===== config.mk =====
export PLATFORM = sky130hd
export DESIGN_NAME = mem_port_arbiter
export DESIGN_NICKNAME = d
export VERILOG_FILES = /design/src/rtl/mem_port_arbiter.sv
export SDC_FILE = /design/constraint.sdc
export NUM_CORES = 1
export LEC_CHECK = 0
export BUFFER_PORTS_ARGS = -buffer_cell sky130_fd_sc_hd__buf_4
export CAP_MARGIN = 30
export CORE_AREA = 2 2 318 320
export DETAILED_ROUTE_END_ITERATION = 8
export DIE_AREA = 0 0 320 322
export GPL_TIMING_DRIVEN = 0
export PLACE_DENSITY_LB_ADDON = 0.12
export SYNTH_ARGS = -nofsm -noshare
export SYNTH_HDL_FRONTEND = slang
export SYNTH_SLANG_ARGS = --single-unit

===== constraint.sdc =====
create_clock -name clk -period 2.6 [get_ports clk]
set_input_delay 0.52 -clock clk [delete_from_list [all_inputs] [get_ports clk]]
set_output_delay 0.52 -clock clk [all_outputs]
set_load 0.02 [all_outputs]

===== src/rtl/mem_port_arbiter.sv =====
// mem_port_arbiter: round-robin arbiter sharing one memory port among NREQ requesters, with grant locking
//   clk, rst                : clock, synchronous active-high reset
//   m_req/m_wr/m_lock       : per-requester request, write select, keep-grant request
//   m_addr/m_dout           : packed per-requester address and write data
//   m_din, m_rdy            : broadcast read data, per-requester completion pulse
//   grant                   : one-hot current owner of the memory port
//   req/wr/addr/dout        : memory-side request
//   din/rdy                 : memory read data and completion pulse
//   lock_timeout, txn_cnt   : held-lock expiry pulse, completed-transaction count
module mem_port_arbiter #(
    parameter int NREQ    = 4,
    parameter int AW      = 64,
    parameter int DW      = 64,
    parameter int LOCK_TO = 16
) (
    input  logic               clk,
    input  logic               rst,
    input  logic [NREQ-1:0]    m_req,
    input  logic [NREQ-1:0]    m_wr,
    input  logic [NREQ-1:0]    m_lock,
    input  logic [NREQ*AW-1:0] m_addr,
    input  logic [NREQ*DW-1:0] m_dout,
    output logic [DW-1:0]      m_din,
    output logic [NREQ-1:0]    m_rdy,
    output logic [NREQ-1:0]    grant,
    output logic               req,
    output logic               wr,
    output logic [AW-1:0]      addr,
    output logic [DW-1:0]      dout,
    input  logic [DW-1:0]      din,
    input  logic               rdy,
    output logic               lock_timeout,
    output logic [31:0]        txn_cnt
);
    localparam int IW = $clog2(NREQ);
    localparam int CW = $clog2(LOCK_TO + 1);

    typedef enum logic [1:0] {IDLE, BUSY, HOLD} state_t;

    state_t            state_q, state_d;
    logic [NREQ-1:0]   grant_q, grant_d, m_rdy_q, m_rdy_d, mreq;
    logic              req_q, req_d, wr_q, wr_d, lock_q, lock_d, lt_q, lt_d;
    logic [AW-1:0]     addr_q, addr_d;
    logic [DW-1:0]     dout_q, dout_d, m_din_q, m_din_d;
    logic [31:0]       txn_q, txn_d;
    logic [IW-1:0]     g_q, g_d, last_q, last_d, win_idx, sel;
    logic [CW-1:0]     hold_q, hold_d;
    logic              win_ok, go;

    always_comb begin
        // A requester still seeing its own completion pulse has not yet dropped the old request
        mreq = m_req & ~m_rdy_q;
        win_ok = 1'b0;
        win_idx = '0;
        for (int k = 1; k <= NREQ; k++)
            if (!win_ok && mreq[(int'(last_q) + k) % NREQ]) begin
                win_ok = 1'b1;
                win_idx = IW'((int'(last_q) + k) % NREQ);
            end
        sel = (state_q == HOLD) ? g_q : win_idx;
        go = (state_q == IDLE && win_ok) || (state_q == HOLD && mreq[g_q]);
        state_d = state_q;
        grant_d = grant_q;
        m_rdy_d = '0;
        req_d = req_q;
        wr_d = wr_q;
        lock_d = lock_q;
        lt_d = 1'b0;
        addr_d = addr_q;
        dout_d = dout_q;
        m_din_d = m_din_q;
        txn_d = txn_q;
        g_d = g_q;
        last_d = last_q;
        hold_d = hold_q;
        if (go) begin
            state_d = BUSY;
            grant_d = NREQ'(1) << sel;
            g_d = sel;
            req_d = 1'b1;
            wr_d = m_wr[sel];
            lock_d = m_lock[sel];
            addr_d = m_addr[int'(sel)*AW +: AW];
            dout_d = m_dout[int'(sel)*DW +: DW];
        end else if (state_q == BUSY && rdy) begin
            req_d = 1'b0;
            m_din_d = wr_q ? m_din_q : din;
            m_rdy_d = NREQ'(1) << g_q;
            last_d = g_q;
            txn_d = txn_q + 32'd1;
            hold_d = '0;
            state_d = lock_q ? HOLD : IDLE;
            grant_d = lock_q ? grant_q : '0;
        end else if (state_q == HOLD) begin
            // A request in the expiry cycle wins because go is tested first
            lt_d = (hold_q == CW'(LOCK_TO - 1));
            state_d = lt_d ? IDLE : HOLD;
            grant_d = lt_d ? '0 : grant_q;
            hold_d = lt_d ? '0 : hold_q + CW'(1);
        end
    end

    always_ff @(posedge clk) begin
        if (rst) begin
            state_q <= IDLE;
            grant_q <= '0;
            m_rdy_q <= '0;
            req_q <= 1'b0;
            wr_q <= 1'b0;
            lock_q <= 1'b0;
            lt_q <= 1'b0;
            addr_q <= '0;
            dout_q <= '0;
            m_din_q <= '0;
            txn_q <= '0;
            g_q <= '0;
            last_q <= IW'(NREQ - 1);
            hold_q <= '0;
        end else begin
            state_q <= state_d;
            grant_q <= grant_d;
            m_rdy_q <= m_rdy_d;
            req_q <= req_d;
            wr_q <= wr_d;
            lock_q <= lock_d;
            lt_q <= lt_d;
            addr_q <= addr_d;
            dout_q <= dout_d;
            m_din_q <= m_din_d;
            txn_q <= txn_d;
            g_q <= g_d;
            last_q <= last_d;
            hold_q <= hold_d;
        end
    end

    assign grant = grant_q;
    assign m_rdy = m_rdy_q;
    assign req = req_q;
    assign wr = wr_q;
    assign addr = addr_q;
    assign dout = dout_q;
    assign m_din = m_din_q;
    assign txn_cnt = txn_q;
    assign lock_timeout = lt_q;
endmodule


==> flow_summary.yaml <==
sta:
  final-hold-violation-count: 0
  period_share_pct: 94.2
  max_freq_mhz: 408
  finalSetupViolCount: 0
  setup_tns_ns: 0
  setup_ws_ns: 0.151
  fin_crit_ns: 2.45
  slew_headroom_pct: 49.9
  worst_pin_slew_ns: 0.751
  drv_slew: 0
  finClkSkew_ns: 0.0190
cts:
  clk_latency_ns: 0.55
  clk_pin_slew_ns: 0.05
  cts.sinks: 247
  htreeDepth: 2
  cts-buffers-inserted: 38
  cts_hold_buf: 0
  cts_tree: "built"
  clockBufferDepth: 3
  cts_root_buffer: "clkbuf_16"
final_layout:
  drive_above_1_share_pct: 45.7
  final_nets: 2753
  nFillCells: 11000
  syn2layout_area_growth_pct: 80.5
  instances_no_fill: 3488
  utilization_pct: 21.5
routing:
  wl_met3_um: 6730
  vias: 13500
  met1_length_um: 29900
  antenna_left: 0
  drt-initial-drc-count: 529
  dr.pass1.iters: 5
  routed_via_density: 3.88
  remaining_drc_errors: 0
  post_drt_wl_per_cell_um: 23.4
  wl_met2_um: 43800
  totalWireLength_um: 81700
  highest_layer: "met5"
placed_design:
  dp.cells: 3411
  gp_congestion: 0.838
  post-place-ws_ns: -1.18
  port_buffers: 825
  hpwl_um: 68300
global_route:
  grt_antenna_before_repair: 23
  first_global_vias: 14500
  grt_first_pass_wirelength_um: 111000
  grt_max_degree: 11
  grtUsageTotal_pct: 15.2
  grt_overflow: 0
logic_synthesis:
  synth_top_area_share_pct: 41.7
  synth_compound_area_share_pct: 14.8
  synth_top_family_by_area: "multiplexers"
  synth.net_count: 1875
  synth_edf_count: 0
  syn_area_per_cell_um2: 9.25
  synth_ff_type: "dfxtp_1"
  synth_sequential_area_ratio_pct: 41.7
  synthTopCellsByArea: "dfxtp_1 42%, mux2i_1 22%, o221ai_1 9.5%"
  synthXorXnorAreaFrac_pct: 2.07
  yosys_warnings: 0
  synthAdderAreaFrac_pct: 0.211
  synthMuxAreaShare_pct: 22.1
  async_reset_ff_share_pct: 0
  synth_area_leader_cell: "dfxtp_1"
  ys_ff_latch: 247
  synthSimpleGateAreaFrac_pct: 14.5
  synth_cell_types: 50
  netlist_instances: 1282
  syn-cell-area_mm2: 0.0119
worst_setup_path:
  rr_endpoint: "lock_q"
  worst_setup_path_start_kind: "flop"
  reg2reg_depth: 10
  crit_buf_inv: 4
  path_class: "flop to flop"
  r2r_slack_ns: 0.15
  cp.arrival_ns: 2.86
  crit_path_start: "state_q[0]"
  worstPathCellList: "nand2b_1 > buf_2 > o31a_1 > o211ai_1 > buf_4 > nand2_8 > buf_8 > buf_6 > mux2i_2 > o221ai_1"
  slowest_stage: "dfxtp_1"
  cpPeakStageDelay_ns: 0.38
  crit_family: "buffers and inverters"
  cp-end-kind: "flop"
  path_max_fanout: 10
  crit_required_ns: 3.01
  rr_startpoint: "state_q[0]"
floorplanning:
  io_pins: 826
  core_area_mm2: 0.0996
  die_w_um: 320
  die_area_mm2: 0.103
  die_h_um: 322
  start_util_pct: 11.9
  rows: 116
min_path:
  min_from: "din[60]"
  hold_depth: 3
  worstHoldEndpoint: "m_din[60]"
  hp-class: "input pin to flop"
pwr:
  p_per_area_mw_per_mm2: 664
  leakage_nw: 9.84
  ir_worst_vdd_uv: 325
run_status:
  status: "complete, no violations"
job:
  maxCapViolations: 0
registers in the layout, indices dropped and copies added, names as in the netlist, 4 cells and up:
signal / flops
m_din: 64
dout: 64
m_rdy: 4
hold_q: 5
grant: 4
addr: 64
txn_cnt: 32
how the worst max path moves through the flow:
stage | to | cells after the start
6_report | lock_q | 10
3_5_place_dp | dout[33] | 9
3_3_place_gp | addr[10] | 9
4_1_cts | txn_cnt[17] | 7
5_1_grt | dout[29] | 10
2_1_floorplan | dout[30] | 9
metrics by stage:
stage | hold WS, ns | power (mW) | cell area, um^2
global placement | 0.447 | 8.98 | 19700
CTS | 0.153 | 14.6 | 21300
detailed placement | 0.448 | 9.01 | 19800
finish | 0.215 | 14.2 | 21400
floorplan | 0.447 | 6.57 | 11900
global route | 0.172 | 14.9 | 21400
final cells by class:
cell class	count	area [um^2]	share of cell area [%]
plain buffers	101	664	3.10
repair buffers	841	6350	29.7
inverters	4	15.0	0.0702
clock buffers	52	1100	5.16
well taps	1298	1620	7.59
flip-flops and latches	247	4950	23.1
multi-input cells	927	6550	30.6
clock inverters	12	124	0.579
diodes	6	15.0	0.0702
report_power, final:
part | switching [mW] | leakage [nW] | internal [mW]
Clock | 2.05 | 0.609 | 3.16
Combinational | 2.44 | 7.21 | 2.04
Sequential | 0.285 | 2.03 | 4.23
synth_stat cells (all sizes together) (2+ instances only):
| library cell | n |
|---|---|
| nor2 | 47 |
| or3 | 8 |
| ha | 2 |
| a21oi | 78 |
| a211oi | 3 |
| nand3 | 13 |
| a32oi | 3 |
| inv | 4 |
| nor4 | 6 |
| mux2i | 261 |
| xnor2 | 9 |
| dfxtp | 247 |
| nand3b | 4 |
| nand2b | 7 |
| o21ai | 6 |
| o22a | 2 |
| o211ai | 2 |
| and3 | 6 |
| nor2b | 3 |
| nand2 | 277 |
| buf | 52 |
| nor3b | 3 |
| nand4 | 12 |
| nor3 | 5 |
| and2 | 2 |
| o221ai | 131 |
| xor2 | 19 |
| and4 | 4 |
| clkbuf | 52 |
| o2111ai | 2 |
tightest hold or removal path, delay by kind of cell:
family,cells,cell delay [ns]
buf+inv,1,0.11
compound gates,1,0.05
simple gates,1,0.04
logic make-up (layout without fill, tap and decap cells):
logic type,Yosys count,in the layout
AND/OR/NAND/NOR,401,401
flip-flops,247,247
buffers and inverters,108,1010
XOR/XNOR,28,28
other,0,6
multiplexers,262,262
AO/OA/AOI/OAI,234,234
adder cells (fa/ha/maj),2,2
per-layer routing:
layer  vias to the layer above  GRT usage (%)
li1                       6456              -
met1                      6474           15.8
met2                       495           28.9
met3                        84           5.60
met4                        16           2.74
met5                         -              0
cells in the final DEF (no fill, tap or decap), types with 5 or more instances in the layout:
cell type,netlist,layout
a21oi_1,78,78
and3_1,6,6
buf_1,7,7
buf_2,31,8
buf_4,2,847
buf_6,12,15
buf_8,0,9
clkbuf_1,52,34
clkbuf_16,0,39
clkbuf_2,0,20
clkbuf_4,0,5
clkbuf_8,0,8
clkinv_2,0,6
dfxtp_1,247,246
diode_2,0,6
mux2i_1,261,245
mux2i_2,0,10
mux2i_4,0,6
nand2_1,276,276
nand3_1,13,13
nand4_1,12,12
nor2_1,47,45
nor3_1,5,5
o21ai_0,6,6
o221ai_1,129,129
or3_1,8,8
xnor2_1,9,9
xor2_1,19,19
repair_timing:
item | 4_1_cts | 5_1_grt
pin swaps | 4 | 3
buffers inserted | 7 | 3
setup endpoints to repair | 136 | 118
gates resized for setup | 74 | 26
Power figures use the tool's default switching activity.
